--- src/rtl/source_bus_serializer.sv ---
// source_bus_serializer
// Transmit end of the narrow source/sink link. A parallel word is accepted,
// then presented on source_bus one BUS_WIDTH-bit beat at a time, LSB beat
// first, under bus_valid/bus_ready flow control. A new word can be taken on
// the cycle the last beat is accepted, so back-to-back words have no bubble.
module source_bus_serializer #(
   parameter int DATA_WIDTH = 8,
   parameter int BUS_WIDTH  = 2
) (
   input  logic                  clk,
   input  logic                  rst,
   input  logic [DATA_WIDTH-1:0] in_data,
   input  logic                  in_valid,
   output logic                  in_ready,
   output logic [BUS_WIDTH-1:0]  source_bus,
   output logic                  bus_valid,
   output logic                  bus_last,
   input  logic                  bus_ready,
   output logic                  busy
);

   localparam int BEATS = DATA_WIDTH / BUS_WIDTH;
   localparam int CNT_W = (BEATS > 1) ? $clog2(BEATS) : 1;
   localparam logic [CNT_W-1:0] LAST_CNT = CNT_W'(BEATS - 1);

   localparam logic [0:0] IDLE = 1'b0;
   localparam logic [0:0] SEND = 1'b1;

   logic [0:0]            state;
   logic [DATA_WIDTH-1:0] shift_reg;
   logic [CNT_W-1:0]      counter;
   logic                  last_q;
   logic [CNT_W-1:0]      next_cnt;

   assign next_cnt = counter + 1'b1;

   // Outputs come straight from flops; only in_ready looks at live inputs.
   assign source_bus = shift_reg[BUS_WIDTH-1:0];
   assign bus_valid  = (state == SEND);
   assign bus_last   = last_q;
   assign busy       = bus_valid;
   assign in_ready   = (state == IDLE) | ((state == SEND) & last_q & bus_ready);

   // Word load, per-beat shift/count, and back-to-back reload on the last beat.
   always_ff @(posedge clk or posedge rst) begin
      if (rst) begin
         state     <= IDLE;
         shift_reg <= '0;
         counter   <= '0;
         last_q    <= 1'b0;
      end else begin
         case (state)
            IDLE: begin
               if (in_valid) begin
                  shift_reg <= in_data;
                  counter   <= '0;
                  last_q    <= (LAST_CNT == '0);
                  state     <= SEND;
               end
            end
            SEND: begin
               if (bus_ready) begin
                  if (last_q) begin
                     if (in_valid) begin
                        // Reload in the same cycle so the next word follows without a gap.
                        shift_reg <= in_data;
                        counter   <= '0;
                        last_q    <= (LAST_CNT == '0);
                     end else begin
                        // Shifting out the final beat leaves the bus at zero while idle.
                        shift_reg <= shift_reg >> BUS_WIDTH;
                        counter   <= '0;
                        last_q    <= 1'b0;
                        state     <= IDLE;
                     end
                  end else begin
                     shift_reg <= shift_reg >> BUS_WIDTH;
                     counter   <= next_cnt;
                     last_q    <= (next_cnt == LAST_CNT);
                  end
               end
            end
            default: begin
               state <= IDLE;
            end
         endcase
      end
   end

endmodule
--- config.mk ---
export PLATFORM = sky130hd
export DESIGN_NAME = source_bus_serializer
export DESIGN_NICKNAME = d
export VERILOG_FILES = /design/src/rtl/source_bus_serializer.sv
export SDC_FILE = /design/constraint.sdc
export NUM_CORES = 1
export LEC_CHECK = 0
export BUFFER_PORTS_ARGS = -buffer_cell sky130_fd_sc_hd__buf_2
export CORE_UTILIZATION = 43
export DETAILED_ROUTE_END_ITERATION = 8
export PLACE_DENSITY_LB_ADDON = 0.3
export SLEW_MARGIN = 30
export SYNTH_ARGS = -nofsm -noshare
export SYNTH_HDL_FRONTEND = slang
export SYNTH_SLANG_ARGS = --single-unit
--- constraint.sdc ---
create_clock -name clk -period 1.4 [get_ports clk]
set_input_delay 0 -clock clk [delete_from_list [all_inputs] [get_ports clk]]
set_output_delay 0 -clock clk [all_outputs]
set_load 0.01 [all_outputs]
==> flow_summary.json, run 1 <==
{
  "grt_pass1_vias": 438,
  "worstPathArrival_ns": 1.51,
  "yosys.area_share.simple": 0.110,
  "worst_pin_slew_ns": 0.457,
  "diodes": 0,
  "critPathBufInv": 0,
  "first_iter_violations": 3,
  "hp-start": "in_data[2]",
  "slowest_stage": "dfrtp_1",
  "portBuffers": 17,
  "synth_edf_count": 0,
  "switching_power_uw": 515,
  "synth_top_family_by_area": "compound AO/OA/AOI/OAI gates",
  "finalClockSkew_ns": 0.00119,
  "yosysTopAreaCellShare": 0.481,
  "fillCellCount": 121,
  "ys_async_sr_fraction": 1.00,
  "switching_share": 0.348,
  "hpwl_um": 768,
  "cts_tree": "built",
  "grt_overflow_total": 0,
  "crit_path_max_fanout": 3,
  "rsz0062_at_grt": "false",
  "place_congestion": 0.627,
  "fin_cells": 94,
  "critPathLaunchType": "flip-flop",
  "vdd_drop_max_v": 0.00107,
  "yosys_warnings": 0,
  "nNetsFinal": 93,
  "cts_num_sinks": 12,
  "synth_most_common_cell": "dfrtp_1",
  "clk_pin_slew_worst_paths_ns": 0.07,
  "grt_pass1_wl_um": 1780,
  "ys_seq_area_frac": 0.481,
  "finalHoldViolCount": 0,
  "multiInputGateArea_um2": 272,
  "crit_path_cell_trace": "ha_1, nor2_1, mux2_2, a22o_2",
  "syn_avg_cell_area_um2": 10.8,
  "drv_cap": 0,
  "power_frac_clock": 0.189,
  "synth_fp_nets": 71,
  "start_util": 0.468,
  "power.internal_uw": 963,
  "outcome": "finished clean",
  "post-cts-setup-buffer-count": 0,
  "netlist_instances": 58,
  "clockBufferDepth": 2,
  "drc": 0,
  "slew_headroom": 0.695,
  "p_leak_nw": 0.415,
  "synth-seq-cells": 12,
  "synth_area_leader_cell": "dfrtp_1",
  "io_pins": 18,
  "setup_viol": 0,
  "synth_xor_area_frac": 0,
  "synth-compound-area-share": 0.156,
  "finalCritPeriodShare": 0.956,
  "clockRootBuffer": "clkbuf_4",
  "synth_mux_area_frac": 0.148,
  "die-area_um2": 1610,
  "comb_power_share": 0.407,
  "worstSetupPathType": "reg -> reg",
  "drtPass1Iterations": 2,
  "wire_per_inst_um": 11.6,
  "synthFlopType": "dfrtp_1",
  "synthDistinctLibCells": 20,
  "min_path_type": "in -> reg",
  "ant_nets": 0,
  "cp-startpoint": "counter[1]",
  "cts_made_buffers": 3,
  "setup_tns_ns": 0,
  "r2r-start": "counter[1]",
  "largest_reg_flops": 8,
  "finalHoldWorstSlack_ns": 0.0136,
  "dieHeight_um": 40.1,
  "seqPwrFrac": 0.405,
  "cts_resized": 0,
  "die_x_um": 40.1,
  "dpl.cell_count": 86,
  "h-tree-depth": 1,
  "antenna_found_initial": 0,
  "critical-path-top-delay-family": "flip-flops",
  "maxSlewViolCount": 0,
  "synth.cell_area_um2": 624,
  "clk_latency_ns": 0.28,
  "route.vias.total": 470,
  "reg2reg_slack_ns": 0.06,
  "ys_top_cells_by_area": "dfrtp_1, mux2i_1, nor2_1",
  "crit_required_ns": 1.57,
  "min_period_ns": 1.34,
  "synthTopCellsByCount": "dfrtp_1, nor2_1, mux2i_1, a21oi_1, buf_4",
  "grt_usage": 0.179,
  "crit_path_end_kind": "flip-flop",
  "synthAdderAreaFrac": 0.0200,
  "grt_max_degree": 14,
  "seqCellArea_um2": 300,
  "pwr_density_cell_nw_per_um2": 1920,
  "area_growth_pct": 23.4,
  "placementRows": 13,
  "critPathMaxStageDelay_ns": 0.40,
  "fmax_ghz": 0.747,
  "drive_above_1_share": 0.342,
  "core_um2": 1330,
  "drt_wl_total_um": 1090,
  "viasPerCell": 5.00
}
cells by family after synthesis:
kind of cell             Yosys count
AND/OR/NAND/NOR                   15
AO/OA/AOI/OAI                     13
flip-flops                        12
multiplexers                       9
buffers and inverters              8
adder cells (fa/ha/maj)            1
cell usage in the layout, fill, tap and decap left out:
cell           netlist  final
nor2_1               9      9
nand2b_1             1      1
a22o_1               2      2
inv_1                3      3
nand2_1              2      2
o21ai_2              1      1
o31ai_1              1      1
mux2_2               2      2
buf_2                0     17
clkbuf_4             0      3
a21boi_4             1      1
nand4_1              1      1
and3b_1              1      1
dfrtp_1             12     12
mux2i_1              7      7
o21ai_0              1      1
nor2b_1              1      1
a21oi_1              6      6
dlygate4sd3_1        0      4
ha_1                 1      1
a22o_2               1      1
buf_4                4      1
clkbuf_8             0      1
per-stage QoR:
stage | total power, mW | area [µm²] | setup WS [ns] | utilization
6_report | 1.48 | 771 | 0.0611 | 0.578
5_1_grt | 1.61 | 771 | 0.00154 | 0.578
4_1_cts | 1.50 | 771 | 0.0491 | 0.578
3_5_place_dp | 1.20 | 694 | 0.0640 | 0.521
3_3_place_gp | 1.18 | 694 | 0.102 | 0.521
2_1_floorplan | 1.10 | 624 | 0.0999 | -
per-layer routing:
layer,GRT usage,part of all wire
met4,0.103,0.027
met3,0.100,0.060
met1,0.197,0.46
met2,0.266,0.45
met5,0,0
timing repair:
| item | 4_1_cts | 5_1_grt |
|---|---|---|
| setup endpoints to repair | 0 | 0 |
| hold buffers | 4 | 0 |
| endpoints found under the hold margin | 15 | 0 |
power groups by stage:
stage          clock network, mW  logic [mW]  registers [mW]
2_1_floorplan                  0       0.506           0.590
3_3_place_gp                   0       0.583           0.600
3_5_place_dp                   0       0.596           0.609
4_1_cts                    0.289       0.609           0.601
5_1_grt                    0.304       0.689           0.621
6_report                   0.279       0.601           0.598
tightest hold or removal path: stages:
cell and delay (ns):
buf_2 0.07, mux2i_1 0.05, a21oi_1 0.13
path summary, 6_finish.rpt:
| kind | to | cells past startpoint |
|---|---|---|
| max reg2reg | counter[1] | 4 |
| max in group asynchronous | shift_reg[0] | 3 |
| max | counter[1] | 4 |
| min reg2reg | shift_reg[7] | 1 |
| min in group asynchronous | shift_reg[4] | 3 |
| min | shift_reg[2] | 3 |
final cells by class:
type | count | area share
sequential | 12 | 0.390
multi-input combinational | 38 | 0.352
timing repair buffer | 22 | 0.172
clock buffer | 4 | 0.0471
tap | 15 | 0.0244
inverter | 3 | 0.0146
Power figures use the tool's default switching activity.
==> inputs of run 2 (changes only) <==
Settings changed: HOLD_SLACK_MARGIN set to 0.03.
==> run 2 against run 1 <==
Against the previous run: clock-buffer cell count unchanged; critical path type unchanged; non-clock buffer count increased by 6; core utilization increased by 4.8 points; sequential share of layout area decreased by 3.0 points; wire length increased by 14%; critical endpoint unchanged.
==> flow_summary.json, run 2 (synthesis gave the netlist of run 1 again) <==
{
  "busiest_layer": "met2",
  "core_um2": 1330,
  "fin_cells": 100,
  "drv_cap": 0,
  "clk_pin_slew_worst_paths_ns": 0.07,
  "dieHeight_um": 40.1,
  "diodes": 0,
  "slowest_stage": "dfrtp_1",
  "crit_path_max_fanout": 3,
  "slew_headroom": 0.697,
  "finalClockSkew_ns": 0.00239,
  "grt_overflow_total": 0,
  "ant_nets": 0,
  "rsz0062_at_grt": "false",
  "grt_pass1_wl_um": 1970,
  "crit_required_ns": 1.57,
  "mostFrequentLayoutCells": "buf_2, dfrtp_1, dlygate4sd3_1, nor2_1, mux2i_1",
  "vdd_drop_max_v": 0.00108,
  "antenna_found_initial": 0,
  "worstSetupPathType": "reg -> reg",
  "dpl.cell_count": 86,
  "finalHoldViolCount": 0,
  "h-tree-depth": 1,
  "drtPass1Iterations": 2,
  "met3_usage": 0.100,
  "io_pins": 18,
  "setup_ws_ns": 0.0533,
  "p_leak_nw": 0.444,
  "cts_num_sinks": 12,
  "post-cts-setup-buffer-count": 0,
  "cts_made_buffers": 3,
  "route.vias.total": 496,
  "setup_viol": 0,
  "grt_usage": 0.197,
  "setup_tns_ns": 0,
  "drive_above_1_share": 0.318,
  "fillCellCount": 115,
  "worst_pin_slew_ns": 0.454,
  "outcome": "finished clean",
  "critPathBufInv": 0,
  "start_util": 0.468,
  "largest_reg_flops": 8,
  "viasPerCell": 4.96,
  "dp_slack_ns": 0.0640,
  "nNetsFinal": 99,
  "pwr_density_cell_nw_per_um2": 1820,
  "seqCellArea_um2": 300,
  "placementRows": 13,
  "area_growth_pct": 33.7,
  "drc": 0,
  "die-area_um2": 1610,
  "grt.met2_usage": 0.319,
  "maxSlewViolCount": 0,
  "fmax_ghz": 0.743,
  "fin_util": 0.626,
  "mostFrequentLayoutCell": "buf_2",
  "cts_tree": "built",
  "wire_per_inst_um": 12.4,
  "finalCritPeriodShare": 0.962,
  "clockRootBuffer": "clkbuf_4",
  "min_period_ns": 1.35,
  "grt_use_met1": 0.208,
  "min_path_type": "in -> reg",
  "hpwl_um": 768,
  "multiInputGateArea_um2": 275,
  "die_x_um": 40.1,
  "clk_latency_ns": 0.28,
  "grt_max_degree": 14,
  "clockBufferDepth": 2,
  "drt_wl_total_um": 1240,
  "critPathMaxStageDelay_ns": 0.41,
  "first_iter_violations": 4,
  "crit_path_end_kind": "flip-flop",
  "finalHoldWorstSlack_ns": 0.0615,
  "critPathLaunchType": "flip-flop",
  "grt_pass1_vias": 477,
  "critical-path-top-delay-family": "flip-flops",
  "place_congestion": 0.627,
  "crit_path_cell_trace": "ha_1, nor2_1, mux2_4, a22o_2",
  "portBuffers": 17,
  "worstPathArrival_ns": 1.52
}
[run 2: cell types whose count changed in the layout (fill, tap and decap cells not counted), sizes merged]
cell,delta
dlygate4sd3,+6
[run 2: worst paths after layout]
kind                              startpoint           end  slack [ns]  cells after the start
worst max-delay path              counter[1]    counter[1]        0.05                      4
max in group asynchronous                rst  shift_reg[0]        0.83                      3
worst min-delay path               bus_ready    counter[0]        0.06                      3
worst max register to register    counter[1]    counter[1]        0.05                      4
worst min register to register  shift_reg[7]  shift_reg[7]        0.51                      1
min in group asynchronous                rst  shift_reg[4]        0.26                      3
[run 2: tightest hold or removal path: cells and delay by family]
kind	cells	cell delay, ns
AND/OR/NAND/NOR	1	0.11
buffers and inverters	1	0.14
AO/OA/AOI/OAI	1	0.05
[run 2: through the flow]
step / power [mW] / instance area, µm²
4_1_cts: 1.51 / 831
3_5_place_dp: 1.20 / 694
5_1_grt: 1.65 / 835
6_report: 1.52 / 835
3_3_place_gp: 1.18 / 694
2_1_floorplan: 1.10 / 624
[run 2: where the power goes]
group	total (mW)	internal, mW	switching, mW
registers	0.603	0.494	0.110
clock network	0.279	0.158	0.120
logic	0.635	0.335	0.300
total	1.52	0.987	0.530
[run 2: layout make-up]
cell class                 count  share of cell area
inverter                       3              0.0135
timing repair buffer          28               0.231
tap                           15              0.0225
multi-input combinational     38               0.330
sequential                    12               0.360
clock buffer                   4              0.0435
[run 2: what timing repair did]
| item | 4_1_cts | 5_1_grt |
|---|---|---|
| hold endpoints to repair | 22 | 0 |
| gates resized for setup | 0 | 1 |
| hold buffers | 10 | 0 |
| setup endpoints to repair | 0 | 1 |
[run 2: per-layer routing]
layer / vias to the layer above / share of wire
met5: - / 0
met4: 0 / 0.023
met3: 5 / 0.049
met2: 15 / 0.48
met1: 225 / 0.44
li1: 251 / -
==> inputs of run 3 (changes only) <==
Settings changed: CORE_ASPECT_RATIO set to 1.25, CORE_UTILIZATION 43 to 35.
==> run 3 against run 2 <==
Against the previous run: first-iteration DRC count down 75%; setup slack better by 0.014 ns; critical path depth unchanged; maximum frequency up 1.0%; hold slack worse by 0.028 ns; via count down 2.0%; die area up 22%; clock-buffer cell count unchanged; wire length down 11%; design area down 3.6%.
==> flow_summary.json, run 3 (synthesis gave the netlist of run 1 again) <==
{
  "outcome": "finished clean",
  "drc": 0,
  "die_x_um": 39.8,
  "setup_tns_ns": 0,
  "worstPathArrival_ns": 1.50,
  "hold-path-cell-count": 3,
  "worstSetupPathType": "reg -> reg",
  "wire_per_inst_um": 11.0,
  "p_leak_nw": 0.428,
  "cts_tree": "built",
  "h-tree-depth": 1,
  "setup_viol": 0,
  "grt_usage": 0.137,
  "drtPass1Iterations": 2,
  "worst_pin_slew_ns": 0.470,
  "fmax_ghz": 0.750,
  "place_congestion": 0.625,
  "rsz0062_at_grt": "false",
  "finalHoldViolCount": 0,
  "min_path_type": "in -> reg",
  "largest_reg_flops": 8,
  "crit_required_ns": 1.57,
  "diodes": 0,
  "crit_path_max_fanout": 3,
  "start_util": 0.385,
  "maxSlewViolCount": 0,
  "grt_pass1_vias": 475,
  "ant_nets": 0,
  "first_iter_violations": 1,
  "grt_pass1_wl_um": 1800,
  "clockBufferDepth": 2,
  "dpl.cell_count": 89,
  "die-area_um2": 1960,
  "place_area_um2": 698,
  "viasPerCell": 4.86,
  "drv_cap": 0,
  "antenna_found_initial": 0,
  "hpwl_um": 765,
  "drt_wl_total_um": 1100,
  "finalClockSkew_ns": 0.00348,
  "cts_resized": 0,
  "min_period_ns": 1.33,
  "total_power_mw": 1.48,
  "crit_path_end_kind": "flip-flop",
  "cts_num_sinks": 12,
  "io_pins": 18,
  "comb_power_share": 0.404,
  "dieHeight_um": 49.2,
  "pwr_density_cell_nw_per_um2": 1840,
  "nNetsFinal": 96,
  "seqPwrFrac": 0.407,
  "clk_latency_ns": 0.28,
  "switching_share": 0.344,
  "grt_max_degree": 14,
  "r2r_cells": 4,
  "switching_power_uw": 509,
  "fin_cells": 100,
  "finalInstanceArea_um2": 805,
  "grt_overflow_total": 0,
  "placementRows": 16,
  "core_um2": 1620,
  "vdd_drop_max_v": 0.000818,
  "route.vias.total": 486,
  "area_growth_pct": 28.9,
  "finalCritPeriodShare": 0.952,
  "clockRootBuffer": "clkbuf_4",
  "finalHoldWorstSlack_ns": 0.0331,
  "portBuffers": 17,
  "clk_pin_slew_worst_paths_ns": 0.08,
  "critPathLaunchType": "flip-flop",
  "power_frac_clock": 0.189,
  "drive_above_1_share": 0.329,
  "mostFrequentLayoutCells": "buf_2, dfrtp_1, nor2_1, mux2i_1, dlygate4sd3_1",
  "cts_made_buffers": 3,
  "power.internal_uw": 968,
  "fillCellCount": 163,
  "mostFrequentLayoutCell": "buf_2",
  "slew_headroom": 0.686
}
==> run 3: final timing paths <==
kind	to	slack (ns)	startpoint
setup / recovery	counter[1]	0.07	counter[1]
hold / removal	shift_reg[5]	0.03	in_data[5]
setup reg to reg	counter[1]	0.07	counter[1]
hold reg to reg	shift_reg[6]	0.52	shift_reg[6]
max in group asynchronous	counter[1]	0.80	rst
min in group asynchronous	shift_reg[5]	0.28	rst
==> run 3: stage by stage <==
stage           util  worst slack [ns]
6_report       0.496            0.0668
5_1_grt        0.496            0.0181
4_1_cts        0.496            0.0578
3_5_place_dp   0.431            0.0699
3_3_place_gp   0.431            0.0944
2_1_floorplan      -            0.0999
==> run 3: layout make-up <==
| class | instances | area, µm² | area share |
|---|---|---|---|
| well taps | 18 | 22.5 | 0.0280 |
| flip-flops and latches | 12 | 300 | 0.373 |
| inverters | 3 | 11.3 | 0.0140 |
| clock buffers | 4 | 36.3 | 0.0451 |
| multi-input cells | 38 | 272 | 0.337 |
| repair buffers | 25 | 163 | 0.202 |
==> run 3: critical path, stage by stage (launching register included) <==
cell	delay (ns)
dfrtp_1	0.40
ha_1	0.28
nor2_1	0.03
mux2_2	0.26
a22o_2	0.25
==> run 3: repair_timing <==
| action | in CTS | in global routing |
|---|---|---|
| setup buffers | 0 | 0 |
| endpoints found under the hold margin | 19 | 0 |
| hold buffers | 7 | 0 |
| setup endpoints to repair | 0 | 0 |
==> run 3: power groups by stage <==
stage               logic (mW)  clock network, mW  registers, mW
floorplan                0.506                  0          0.590
global placement         0.578                  0          0.606
detailed placement       0.592                  0          0.611
CTS                      0.608              0.285          0.604
global route             0.675              0.308          0.619
finish                   0.597              0.278          0.601
==> run 3: per-layer routing <==
layer | wire length [µm] | part of all wire | vias up | track usage
met1 | 515 | 0.47 | 220 | 0.156
met2 | 509 | 0.46 | 14 | 0.210
met5 | 0 | 0 | - | 0
li1 | - | - | 247 | -
met3 | 41 | 0.037 | 5 | 0.0274
met4 | 34 | 0.031 | 0 | 0.103
